$ cat src/rtl/cmo_dcache_responder_pkg.sv
// Shared types for the D-cache CMO responder: request/response payloads,
// the op encoding and the tag/data update encoding the cache controller decodes.
package cmo_dcache_responder_pkg;

    localparam int unsigned XLEN          = 64;
    localparam int unsigned TRANS_ID_BITS = 4;

    typedef logic [XLEN-1:0] xlen_t;

    typedef enum logic [2:0] {
        CMO_NONE       = 3'd0,
        CMO_CLEAN      = 3'd1,
        CMO_FLUSH      = 3'd2,
        CMO_INVAL      = 3'd3,
        CMO_ZERO       = 3'd4,
        CMO_PREFETCH_R = 3'd5,
        CMO_PREFETCH_W = 3'd6
    } cmo_t;

    typedef struct packed {
        logic                     req;
        logic [TRANS_ID_BITS-1:0] trans_id;
        xlen_t                    address;
        cmo_t                     cmo_op;
    } cmo_req_t;

    typedef struct packed {
        logic                     req_ready;
        logic                     ack;
        logic [TRANS_ID_BITS-1:0] trans_id;
    } cmo_resp_t;

    typedef struct packed {
        logic valid;
        logic dirty;
        logic zero;
    } dcache_cmo_upd_t;

    localparam dcache_cmo_upd_t DCACHE_CMO_UPD_NONE  = '{valid: 1'b0, dirty: 1'b0, zero: 1'b0};
    localparam dcache_cmo_upd_t DCACHE_CMO_UPD_CLEAN = '{valid: 1'b1, dirty: 1'b0, zero: 1'b0};
    localparam dcache_cmo_upd_t DCACHE_CMO_UPD_INVAL = '{valid: 1'b0, dirty: 1'b0, zero: 1'b0};
    localparam dcache_cmo_upd_t DCACHE_CMO_UPD_ZERO  = '{valid: 1'b1, dirty: 1'b1, zero: 1'b1};

    // FLUSH shares the invalidate encoding: the line leaves the cache either way.
    function automatic dcache_cmo_upd_t cmo_upd_decode(input cmo_t op);
        dcache_cmo_upd_t upd;
        case (op)
            CMO_CLEAN:            upd = DCACHE_CMO_UPD_CLEAN;
            CMO_FLUSH, CMO_INVAL: upd = DCACHE_CMO_UPD_INVAL;
            CMO_ZERO:             upd = DCACHE_CMO_UPD_ZERO;
            default:              upd = DCACHE_CMO_UPD_NONE;
        endcase
        return upd;
    endfunction

    function automatic logic cmo_is_hint(input cmo_t op);
        return (op == CMO_NONE) || (op == CMO_PREFETCH_R) || (op == CMO_PREFETCH_W);
    endfunction

endpackage

$ cat src/rtl/cmo_dcache_responder_onehot_to_bin.sv
// Hit-way encoder: binary index of the lowest set bit, so a malformed
// multi-hot vector still resolves to a single deterministic way.
module cmo_dcache_responder_onehot_to_bin #(
    parameter  int unsigned ONEHOT_WIDTH = 4,
    localparam int unsigned BIN_WIDTH    = (ONEHOT_WIDTH > 1) ? $clog2(ONEHOT_WIDTH) : 1
) (
    input  logic [ONEHOT_WIDTH-1:0] i_onehot,
    output logic [BIN_WIDTH-1:0]    o_bin
);

    always_comb begin
        o_bin = '0;
        for (int i = ONEHOT_WIDTH - 1; i >= 0; i--) begin
            if (i_onehot[i]) o_bin = BIN_WIDTH'(i);
        end
    end

endmodule

$ cat src/rtl/cmo_dcache_responder.sv
// CMO responder inside the L1 D-cache: runs CLEAN/FLUSH/INVAL/ZERO on one line
// through the tag-lookup, writeback and update ports, and acks hints directly.
module cmo_dcache_responder
    import cmo_dcache_responder_pkg::*;
#(
    parameter int unsigned NUM_WAYS    = 4,
    parameter int unsigned INDEX_WIDTH = 8,
    parameter int unsigned TAG_WIDTH   = 44,
    parameter int unsigned LINE_OFFSET = 4
) (
    input  logic                   clk_i,
    input  logic                   rst_ni,
    input  cmo_req_t               cmo_req_i,
    output cmo_resp_t              cmo_resp_o,
    output logic                   tag_req_o,
    input  logic                   tag_gnt_i,
    output logic [INDEX_WIDTH-1:0] tag_index_o,
    output logic [TAG_WIDTH-1:0]   tag_tag_o,
    input  logic [NUM_WAYS-1:0]    hit_way_i,
    input  logic [NUM_WAYS-1:0]    dirty_i,
    output logic                   wb_req_o,
    input  logic                   wb_gnt_i,
    output logic                   wb_zero_o,
    output xlen_t                  wb_addr_o,
    output logic [NUM_WAYS-1:0]    wb_way_o,
    input  logic                   wb_done_i,
    output logic                   upd_req_o,
    input  logic                   upd_gnt_i,
    output logic [INDEX_WIDTH-1:0] upd_index_o,
    output logic [NUM_WAYS-1:0]    upd_way_o,
    output logic                   upd_valid_o,
    output logic                   upd_dirty_o,
    output logic                   upd_zero_o,
    output logic                   busy_o
);

    localparam int unsigned WAY_IDX_W = (NUM_WAYS > 1) ? $clog2(NUM_WAYS) : 1;
    localparam xlen_t       LINE_MASK = ~((xlen_t'(1) << LINE_OFFSET) - xlen_t'(1));

    typedef enum logic [2:0] {
        S_IDLE, S_LOOKUP, S_CHECK, S_WB_REQ, S_WB_WAIT, S_UPDATE, S_ACK
    } state_t;

    state_t                   r_state;
    state_t                   w_state_next;
    logic [TRANS_ID_BITS-1:0] r_trans_id;
    xlen_t                    r_addr;
    cmo_t                     r_op;
    logic                     r_hit;
    logic [WAY_IDX_W-1:0]     r_hit_idx;
    logic [WAY_IDX_W-1:0]     w_hit_idx;
    logic                     w_accept;
    logic                     w_hit;
    logic                     w_dirty;
    logic [NUM_WAYS-1:0]      w_way_onehot;
    dcache_cmo_upd_t          w_upd;

    cmo_dcache_responder_onehot_to_bin #(
        .ONEHOT_WIDTH (NUM_WAYS)
    ) u_hit_enc (
        .i_onehot (hit_way_i),
        .o_bin    (w_hit_idx)
    );

    assign w_accept     = (r_state == S_IDLE) && cmo_req_i.req;
    assign w_hit        = |hit_way_i;
    assign w_dirty      = dirty_i[w_hit_idx];
    assign w_way_onehot = NUM_WAYS'(1) << r_hit_idx;
    assign w_upd        = cmo_upd_decode(r_op);

    always_ff @(posedge clk_i) begin
        if (!rst_ni) r_state <= S_IDLE;
        else         r_state <= w_state_next;
    end

    // Request buffer; the hit way is captured once, in CHECK.
    always_ff @(posedge clk_i) begin
        if (!rst_ni) begin
            r_trans_id <= '0;
            r_addr     <= '0;
            r_op       <= CMO_NONE;
            r_hit      <= 1'b0;
            r_hit_idx  <= '0;
        end else if (w_accept) begin
            r_trans_id <= cmo_req_i.trans_id;
            r_addr     <= cmo_req_i.address & LINE_MASK;
            r_op       <= cmo_req_i.cmo_op;
            r_hit      <= 1'b0;
            r_hit_idx  <= '0;
        end else if (r_state == S_CHECK) begin
            r_hit      <= w_hit;
            r_hit_idx  <= w_hit_idx;
        end
    end

    always_comb begin
        w_state_next = r_state;
        case (r_state)
            S_IDLE: begin
                if (w_accept) w_state_next = cmo_is_hint(cmo_req_i.cmo_op) ? S_ACK : S_LOOKUP;
            end
            S_LOOKUP: if (tag_gnt_i) w_state_next = S_CHECK;
            S_CHECK: begin
                if (!w_hit) begin
                    w_state_next = (r_op == CMO_ZERO) ? S_WB_REQ : S_ACK;
                end else begin
                    case (r_op)
                        CMO_CLEAN:           w_state_next = w_dirty ? S_WB_REQ : S_ACK;
                        CMO_FLUSH:           w_state_next = w_dirty ? S_WB_REQ : S_UPDATE;
                        CMO_INVAL, CMO_ZERO: w_state_next = S_UPDATE;
                        default:             w_state_next = S_ACK;
                    endcase
                end
            end
            S_WB_REQ:  if (wb_gnt_i) w_state_next = S_WB_WAIT;
            // Only a ZERO miss reaches writeback without a hit, and it needs no update.
            S_WB_WAIT: if (wb_done_i) w_state_next = r_hit ? S_UPDATE : S_ACK;
            S_UPDATE:  if (upd_gnt_i) w_state_next = S_ACK;
            S_ACK:     w_state_next = S_IDLE;
            default:   w_state_next = S_IDLE;
        endcase
    end

    always_comb begin
        cmo_resp_o  = '0;
        tag_req_o   = 1'b0;
        tag_index_o = '0;
        tag_tag_o   = '0;
        wb_req_o    = 1'b0;
        wb_zero_o   = 1'b0;
        wb_addr_o   = '0;
        wb_way_o    = '0;
        upd_req_o   = 1'b0;
        upd_index_o = '0;
        upd_way_o   = '0;
        upd_valid_o = 1'b0;
        upd_dirty_o = 1'b0;
        upd_zero_o  = 1'b0;
        busy_o      = (r_state != S_IDLE);
        case (r_state)
            S_IDLE: cmo_resp_o.req_ready = 1'b1;
            S_LOOKUP: begin
                tag_req_o   = 1'b1;
                tag_index_o = r_addr[LINE_OFFSET +: INDEX_WIDTH];
                tag_tag_o   = r_addr[LINE_OFFSET + INDEX_WIDTH +: TAG_WIDTH];
            end
            S_WB_REQ: begin
                wb_req_o  = 1'b1;
                wb_zero_o = !r_hit;
                wb_addr_o = r_addr;
                wb_way_o  = r_hit ? w_way_onehot : '0;
            end
            S_UPDATE: begin
                upd_req_o   = 1'b1;
                upd_index_o = r_addr[LINE_OFFSET +: INDEX_WIDTH];
                upd_way_o   = w_way_onehot;
                upd_valid_o = w_upd.valid;
                upd_dirty_o = w_upd.dirty;
                upd_zero_o  = w_upd.zero;
            end
            S_ACK: begin
                cmo_resp_o.ack      = 1'b1;
                cmo_resp_o.trans_id = r_trans_id;
            end
            default: ;
        endcase
    end

    assert property (@(posedge clk_i) disable iff (!rst_ni)
                     (r_state == S_CHECK) |-> $onehot0(hit_way_i));

endmodule

$ cat config.mk
export PLATFORM = sky130hd
export DESIGN_NAME = cmo_dcache_responder
export DESIGN_NICKNAME = d
export VERILOG_FILES = /design/src/rtl/cmo_dcache_responder_pkg.sv /design/src/rtl/cmo_dcache_responder_onehot_to_bin.sv /design/src/rtl/cmo_dcache_responder.sv
export SDC_FILE = /design/constraint.sdc
export NUM_CORES = 1
export LEC_CHECK = 0
export ABC_AREA = 0
export CAP_MARGIN = 10
export CORE_ASPECT_RATIO = 1.4
export CORE_MARGIN = 4
export CORE_UTILIZATION = 34
export DETAILED_ROUTE_END_ITERATION = 8
export PLACE_DENSITY = 0.74
export SYNTH_ARGS = -nofsm -noshare
export SYNTH_HDL_FRONTEND = slang
export SYNTH_HIERARCHICAL = 1
export SYNTH_SLANG_ARGS = --single-unit
$ cat constraint.sdc
create_clock -name clk_i -period 2 [get_ports clk_i]
set_clock_uncertainty 0.05 [all_clocks]
set_input_delay 0.4 -clock clk_i [delete_from_list [all_inputs] [get_ports clk_i]]
set_output_delay 0.4 -clock clk_i [all_outputs]
set_load 0.05 [all_outputs]
== Word-level counts from Yosys, hierarchy flattened ==
Cells that the tools add are included.
Widths: inputs -> output; s select.

* Register bits after elaboration: 73
* Output and inout port bits: 146
* Word-level logic and storage cells: 73

* Order comparisons: 1
* Equal/unequal tests: 17
* Shifts and indexed selects: 1
* Multiplexer cells: 36
* Bitwise logic cells: 1
* Reductions and logical operators: 11

{| class="wikitable"
|+ Operator list
! kind !! count
|-
| $mux 64 || 1
|-
| $mux 44 || 1
|-
| $mux 3 || 10
|-
| $eq 3x3->1 const B || 6
|-
| $pmux 3 s6 || 1
|-
| $mux 8 || 2
|-
| $eq 3x2->1 const B || 4
|-
| $mux 4 || 3
|-
| $mux 2 || 5
|-
| $ne 2x2->1 const B || 5
|-
| $mux 1 || 9
|-
| $pmux 3 s3 || 1
|-
| $eq 3x1->1 const B || 2
|-
| $logic_not 3->1 || 2
|-
| $pmux 3 s2 || 1
|-
| $mux 5 || 1
|-
| $reduce_and 5->1 || 1
|-
| $reduce_or 2->1 || 2
|-
| $reduce_or 4->1 || 1
|-
| $shl 1x2->4 const A || 1
|-
| $lt 2x3->1 const B || 1
|-
| $reduce_bool 3->1 || 1
|-
| $bmux 1 s2 || 1
|-
| $logic_or 1x1->1 || 2
|-
| 3 further kinds || 3
|}

== Logic depth before layout (Yosys ltp) ==
Gate-level depths: netlist (run 1).

* Depth after elaboration: 10
* Depth in mapped cells: 8
* Depth with buffers taken out: 6

== By module ==
Netlist (run 1), hierarchy kept.

{| class="wikitable"
|+ By module, submodules not included
! module !! times used !! cells an instance !! area an instance (sq um) !! sequential area each (sq um)
|-
| cmo_dcache_responder || 1 || 519 || 3811.2 || 1461.4
|-
| cmo_dcache_responder_onehot_to_bin || 1 || 5 || 27.5 || 0.0
|}

== Worst setup path before layout (run 1) ==
Ideal clock, no wire load.

* Path type: register to output
* From: register r_state[1]
* To: output upd_valid_o
* Data arrival time: 2.080 ns
* Slack: -0.530 ns
* Cell stages (with the launch flop): 6
* Buffers on the path: 2
* Cell sequence: dfxtp_1 buf_2 nor2b_1 clkbuf_1 nand2_1 nor3_1

* Longest elaborated chain between the ends: 2

{| class="wikitable"
|+ RTL lines
! item !! line !! text
|-
| start, declared || cmo_dcache_responder.sv:44 || <nowiki>state_t r_state;</nowiki>
|-
| start signal, assigned || cmo_dcache_responder.sv:73 || <nowiki>else r_state <= w_state_next;</nowiki>
|-
| $eq 3x3->1 || cmo_dcache_responder.sv:140 || <nowiki>case (r_state)</nowiki>
|-
| $mux 1 || cmo_dcache_responder.sv:140 ||
|-
| end, declared || cmo_dcache_responder.sv:31 || <nowiki>output logic upd_valid_o,</nowiki>
|}

No other way between the ends.

== Final worst setup path (run 1) ==
* From: register r_state[1]
* To: output tag_index_o[0]

* Longest elaborated chain between the ends: 2

{| class="wikitable"
|+ RTL lines
! item !! line !! text
|-
| $eq 3x1->1 || cmo_dcache_responder.sv:140 ||
|-
| $mux 8 || cmo_dcache_responder.sv:140 ||
|-
| end, declared || cmo_dcache_responder.sv:17 || <nowiki>output logic [INDEX_WIDTH-1:0] tag_index_o,</nowiki>
|}

No other way between the ends.

==> out/metrics.yaml, run 1 <==
top_layer: "met4"
synth_edf_count: 0
die_area_um2: 13100
fin_total_pwr_mw: 8.32
seqPwrFrac_pct: 25.7
rr_startpoint: "r_state[2]$_SDFFE_PN0P_"
critPathKind: "flip-flop to output pin"
grt_pass1_vias: 4675
nFillCells: 630
hold_end: "r_trans_id[1]$_SDFFE_PN0P_"
cts_tree: "built"
p_sw_mw: 3.39
slew_viol_final: 0
finalHoldViolCount: 0
clock_sinks: 73
p_sw_share_pct: 40.7
io_pins: 232
clockPowerShare_pct: 19.4
yosys_most_used_dff: "dfxtp_1"
grt_usage_pct: 24.9
reg2reg_to: "r_state[0]$_SDFFE_PN0P_"
leakage_nw: 3.57
insertion_delay_ns: 0.33
startpoint_type: "flip-flop"
violations: "negative setup slack"
numCtsBuffers: 9
drive_above_1_share_pct: 46.8
setup_viol: 112
finalSetupTns_ns: -8.32
drtAntennaViolNets: 0
placed_area_um2: 7850
hold_class: "flip-flop to flip-flop"
final_common_cell: "buf_12"
reg2reg_depth: 6
ys_seq_elements: 73
pwr-share-comb_pct: 54.9
start_util_pct: 35.1
finalCritPeriodShare_pct: 106
drt-pass1-iter-count: 5
max-vdd-ir-drop_mv: 0.653
totalWireLength_um: 18500
status: "finished with violations"
async_flop_share_pct: 0
reg2reg_slack_ns: 0.04
fin_nets: 855
cap_violations: 0
core_um2: 10900
clock_path_buffers: 2
syn-cell-area_um2: 3840
internal_power_mw: 4.93
hold_start: "r_trans_id[1]$_SDFFE_PN0P_"
antenna_found_initial: 0
routed_via_density: 5.10
dieWidth_um: 97.8
worstPathRequired_ns: 1.55
drt-met1-wl_um: 6120
grt_overflow: 0
grt_pass1_wl_um: 25600
setup_ws_ns: -0.122
port_buffers: 223
max_freq_ghz: 0.471
met2_length_um: 10400
cts-root-buf: "clkbuf_16"
wl_met3_um: 1020
grt_start_max_net_pins: 44
drtIter0Drc: 172
seqCellArea_um2: 1470
arrival_ns: 1.67
rsz0062_at_grt: "true"
antenna_cells: 0
syn_inst: 524
route.detailed.drc: 0
clk_pin_slew_worst_paths_ns: 0.06
finalCoreUtilization_pct: 81.5
syn_to_final_growth_pct: 132
period_needed_ns: 2.12
die_height_um: 134
synth.distinct_cells: 40
synth_seq_area_share_pct: 38.1
gp_congestion: 0.836
wire_per_inst_um: 20.2
post-dp-hpwl_um: 11900
vias: 4666
avgSynthCellArea_um2: 7.33
endpoint_kind: "output pin"
num_rows: 45
yosys_warnings: 6
htreeDepth: 3
whs_ns: 0.400
final_cell_mix: "buf_12, nand2_1, and2_4"
hold_path_depth: 2
powerDensity_nw_per_um2: 934
final_area_um2: 8900
multi_input_area_um2: 2570
crit_fanout: 7
==> cells in the mapped netlist (2+ instances only) <==
cell	number	area, µm²
a21oi_1	71	355
nand2b_1	6	37.5
mux2i_1	2	20.0
xnor2_1	2	17.5
and3_1	9	56.3
clkbuf_1	24	90.1
nand2_1	143	537
buf_2	10	50.1
buf_4	5	37.5
a211o_1	2	17.5
nand3_1	2	10.0
nor2_1	15	56.3
inv_1	7	26.3
mux4_2	2	45.0
nand3b_1	2	15.0
o22ai_1	2	12.5
and2_1	118	738
dfxtp_1	73	1460
buf_6	5	56.3
nor3_1	4	20.0
==> sequential cells by signal, summed over array words and instances, names as in the netlist <==
signal and flops:
r_op 3, r_hit_idx 2, r_trans_id 4, r_hit 1
r_state 3, r_addr 60
==> worst max-delay path: stages (launching register included) <==
cell       delay (ns)
dfxtp_4          0.36
buf_6            0.12
nor3b_4          0.22
buf_6            0.19
clkbuf_16        0.17
and2_4           0.15
buf_12           0.13
==> layout make-up <==
class | count | area share [%]
Timing Repair Buffer | 275 | 49.0
Multi-Input combinational cell | 402 | 28.8
Sequential cell | 73 | 16.5
Clock buffer | 10 | 2.68
Tap cell | 141 | 1.98
Clock inverter | 6 | 0.646
Inverter | 8 | 0.365
==> worst max path at each step <==
stage	endpoint	cells after the start	startpoint	slack, ns
floorplan	wb_way_o[1]	6	r_state[1]$_SDFFE_PN0P_	-0.17
detailed placement	r_state[1]$_SDFFE_PN0P_	7	hit_way_i[2]	-0.46
finish	tag_index_o[0]	6	r_state[1]$_SDFFE_PN0P_	-0.12
global route	tag_index_o[0]	6	r_state[1]$_SDFFE_PN0P_	-0.16
CTS	tag_tag_o[34]	6	r_state[1]$_SDFFE_PN0P_	-0.17
global placement	r_state[1]$_SDFFE_PN0P_	7	hit_way_i[2]	-0.42
==> power groups by stage <==
stage | registers [mW] | logic, mW | clock network [mW]
floorplan | 1.99 | 2.15 | 0
global placement | 2.05 | 3.56 | 0
detailed placement | 2.09 | 3.66 | 0
CTS | 2.08 | 3.95 | 1.64
global route | 2.18 | 4.80 | 1.70
finish | 2.14 | 4.57 | 1.62
==> kinds of logic (layout without fill, tap and decap cells) <==
| family | count (synthesis) | count (layout) | synth area share [%] |
|---|---|---|---|
| compound gates | 84 | 84 | 12.0 |
| xor+xnor | 3 | 3 | 0.685 |
| buf+inv | 52 | 299 | 6.88 |
| flops | 73 | 73 | 38.1 |
| mux | 5 | 5 | 1.99 |
| other cells | 1 | 4 | 0.0977 |
| simple gates | 306 | 306 | 40.3 |
==> per-stage QoR <==
stage                     setup slack (ns)  std cells
after detailed placement            -0.461        872
after global routing                -0.162        915
after CTS                           -0.170        900
final                               -0.122        915
after global placement              -0.418        872
after floorplan                     -0.171        527
==> layer usage <==
layer  track usage, %  vias to the layer above
li1                 -                     2165
met1             23.4                     2198
met2             50.0                      237
met3             4.87                       66
met4             12.2                        0
met5                0                        -
==> what timing repair did <==
| item | in CTS | in global routing |
|---|---|---|
| pin swaps | 7 | 24 |
| buffers inserted | 9 | 10 |
| endpoints found under the setup margin | 133 | 133 |
| hold buffers | 0 | 0 |
| resized for setup | 61 | 85 |
| cloned | 3 | 7 |
(Power assumes the default switching activity.)
==> inputs of run 2 (changes only) <==
--- a/config.mk
+++ b/config.mk
@@ -9,9 +9,10 @@
 export CAP_MARGIN = 10
 export CORE_ASPECT_RATIO = 1.4
 export CORE_MARGIN = 4
-export CORE_UTILIZATION = 34
+export CORE_UTILIZATION = 25
+export CTS_CLUSTER_SIZE = 24
 export DETAILED_ROUTE_END_ITERATION = 8
-export PLACE_DENSITY = 0.74
+export PLACE_DENSITY = 0.57
 export SYNTH_ARGS = -nofsm -noshare
 export SYNTH_HDL_FRONTEND = slang
 export SYNTH_HIERARCHICAL = 1
==> run 2 against run 1 <==
Effect of this change: the flow still finishes with violations (negative setup slack); non-clock buffer count stayed put; total power is 1.8% lower; flip-flop and latch count stayed put; highest routed layer unchanged; maximum frequency is 1.0% higher; design area is 1.4% higher; sequential share of layout area is 0.25 points lower; first-iteration DRC count is 19% lower; combinational power is 2% lower; clock-buffer cell count is 1 higher; core utilization is 22 points lower; cell count is 5.6% higher.
==> out/metrics.yaml, run 2 (synthesis results as in run 1) <==
status: "finished with violations"  # unchanged
violations: "negative setup slack"  # unchanged
crit_fanout: 7  # unchanged
post-dp-hpwl_um: 11600  # was 11900 µm
clk_pin_slew_worst_paths_ns: 0.06  # about the same
vias: 4465  # was 4666
route.detailed.drc: 0  # unchanged
grt_usage_pct: 18.7  # was 24.9%
finalCritPeriodShare_pct: 105  # was 106%
dieWidth_um: 113  # was 97.8 µm
slowest_stage: "dfxtp_2"  # was dfxtp_4
finalSetupTns_ns: -4.85  # was -8.32 ns
numCtsBuffers: 9  # unchanged
setup_ws_ns: -0.101  # was -0.122 ns
rsz0062_at_grt: "true"  # unchanged
path_buf_inv: 5  # was 4
antenna_cells: 0  # unchanged
place_inst: 919  # was 872
io_pins: 232  # unchanged
final_cells: 966  # was 915
crit_chain: "buf_6 > nor3b_4 > buf_6 > buf_6 > buf_16 > and2_4 > buf_12"  # was buf_6 > nor3b_4 > buf_6 > clkbuf_16 > and2_4 > buf_12
critPathKind: "flip-flop to output pin"  # unchanged
clock_sinks: 73  # unchanged
start_util_pct: 25.5  # was 35.1%
hold_class: "flip-flop to flip-flop"  # unchanged
wire_per_inst_um: 18.2  # was 20.2 µm
final_cell_mix: "buf_12, nand2_1, and2_4"  # unchanged
cts_tree: "built"  # unchanged
slew_viol_final: 0  # unchanged
startpoint_type: "flip-flop"  # unchanged
arrival_ns: 1.65  # was 1.67 ns
cts-root-buf: "clkbuf_16"  # unchanged
top_register: "r_addr"  # unchanged
setup_viol: 99  # was 112
largest_register_ffs: 60  # unchanged
insertion_delay_ns: 0.33  # about the same
top_regs: "r_addr (60), r_trans_id (4)"  # unchanged
fin_nets: 855  # unchanged
port_buffers: 223  # unchanged
grt_start_max_net_pins: 39  # was 44
antenna_found_initial: 0  # unchanged
core_um2: 15100  # was 10900 µm²
die_height_um: 155  # was 134 µm
path_delay_family: "buffers and inverters"  # unchanged
cap_violations: 0  # unchanged
finalHoldViolCount: 0  # unchanged
crit_top_cell: "buf_6"  # unchanged
leakage_nw: 3.63  # was 3.57 nW
gp_congestion: 0.770  # was 0.836
drtAntennaViolNets: 0  # unchanged
grt_overflow: 0  # unchanged
grt_pass1_vias: 4528  # was 4675
cpPeakStageDelay_ns: 0.33  # was 0.36 ns
worstPathRequired_ns: 1.55  # about the same
grt_pass1_wl_um: 25400  # was 25600 µm
max_freq_ghz: 0.476  # was 0.471 GHz
period_needed_ns: 2.10  # was 2.12 ns
totalWireLength_um: 17500  # was 18500 µm
num_rows: 53  # was 45
htreeDepth: 3  # unchanged
drtIter0Drc: 139  # was 172
max-vdd-ir-drop_mv: 1.11  # was 0.653 mV
syn_to_final_growth_pct: 135  # was 132%
finalCoreUtilization_pct: 60.0  # was 81.5%
drt-pass1-iter-count: 4  # was 5
fin_total_pwr_mw: 8.16  # was 8.32 mW
powerDensity_nw_per_um2: 904  # was 934 nW/µm²
drive_above_1_share_pct: 45.7  # was 46.8%
final_common_cell: "buf_12"  # unchanged
die_area_um2: 17400  # was 13100 µm²
whs_ns: 0.405  # was 0.400 ns
routed_via_density: 4.62  # was 5.10
clock_path_buffers: 2  # unchanged
endpoint_kind: "output pin"  # unchanged
run 2: cell types whose count changed in the layout (fill, tap and decap cells not counted), moves of 3 or more:
| cell | delta |
|---|---|
| buf_4 | -6 |
| and2_2 | -24 |
| buf_16 | +3 |
| nor2_4 | -3 |
| and3_4 | -7 |
| and3_1 | +7 |
| and2_4 | +24 |
| nor2_2 | +3 |
run 2: where the power goes:
part	switching [mW]	internal, mW	total [mW]
combinational	2.35	2.15	4.50
sequential	0.304	1.81	2.12
clock	0.642	0.901	1.54
run 2: layout make-up:
class / count / area, µm²
tap: 192 / 240
clock buffer: 11 / 253
timing repair buffer: 275 / 4470
fill: 1264 / 6020
inverter: 8 / 32.5
sequential: 73 / 1470
clock inverter: 5 / 30.0
multi-input combinational: 402 / 2540
run 2: path summary, 6_finish.rpt:
check	startpoint	to	slack (ns)	cells past startpoint
max reg2reg	r_state[2]$_SDFFE_PN0P_	r_state[0]$_SDFFE_PN0P_	0.18	5
max	r_state[2]$_SDFFE_PN0P_	tag_index_o[5]	-0.10	7
min reg2reg	r_addr[60]$_SDFFE_PN0P_	r_addr[60]$_SDFFE_PN0P_	0.41	2
min	r_addr[60]$_SDFFE_PN0P_	r_addr[60]$_SDFFE_PN0P_	0.41	2
run 2: tightest hold or removal path, stage by stage, from the launching register on:
cell and delay, ns:
dfxtp_1 0.31, nand2_1 0.05, a21oi_1 0.05
run 2: metrics by stage:
stage,cell area [µm²],setup slack [ns]
5_1_grt,9030,-0.176
6_report,9030,-0.101
3_3_place_gp,7910,-0.457
3_5_place_dp,7910,-0.493
2_1_floorplan,3980,-0.171
4_1_cts,8810,-0.119
run 2: routing by layer:
metal	wire [µm]	GRT usage [%]	share of wire, %
met5	0	0	0
met4	351	6.41	2.0
met1	6130	19.1	35
met3	999	3.72	5.7
met2	10100	36.7	57
run 2: timing repair:
item	4_1_cts	5_1_grt
buffers inserted	15	4
gates resized for setup	143	17
setup endpoints to repair	137	136
pin swaps	60	8
hold buffers	0	0
cloned	7	7
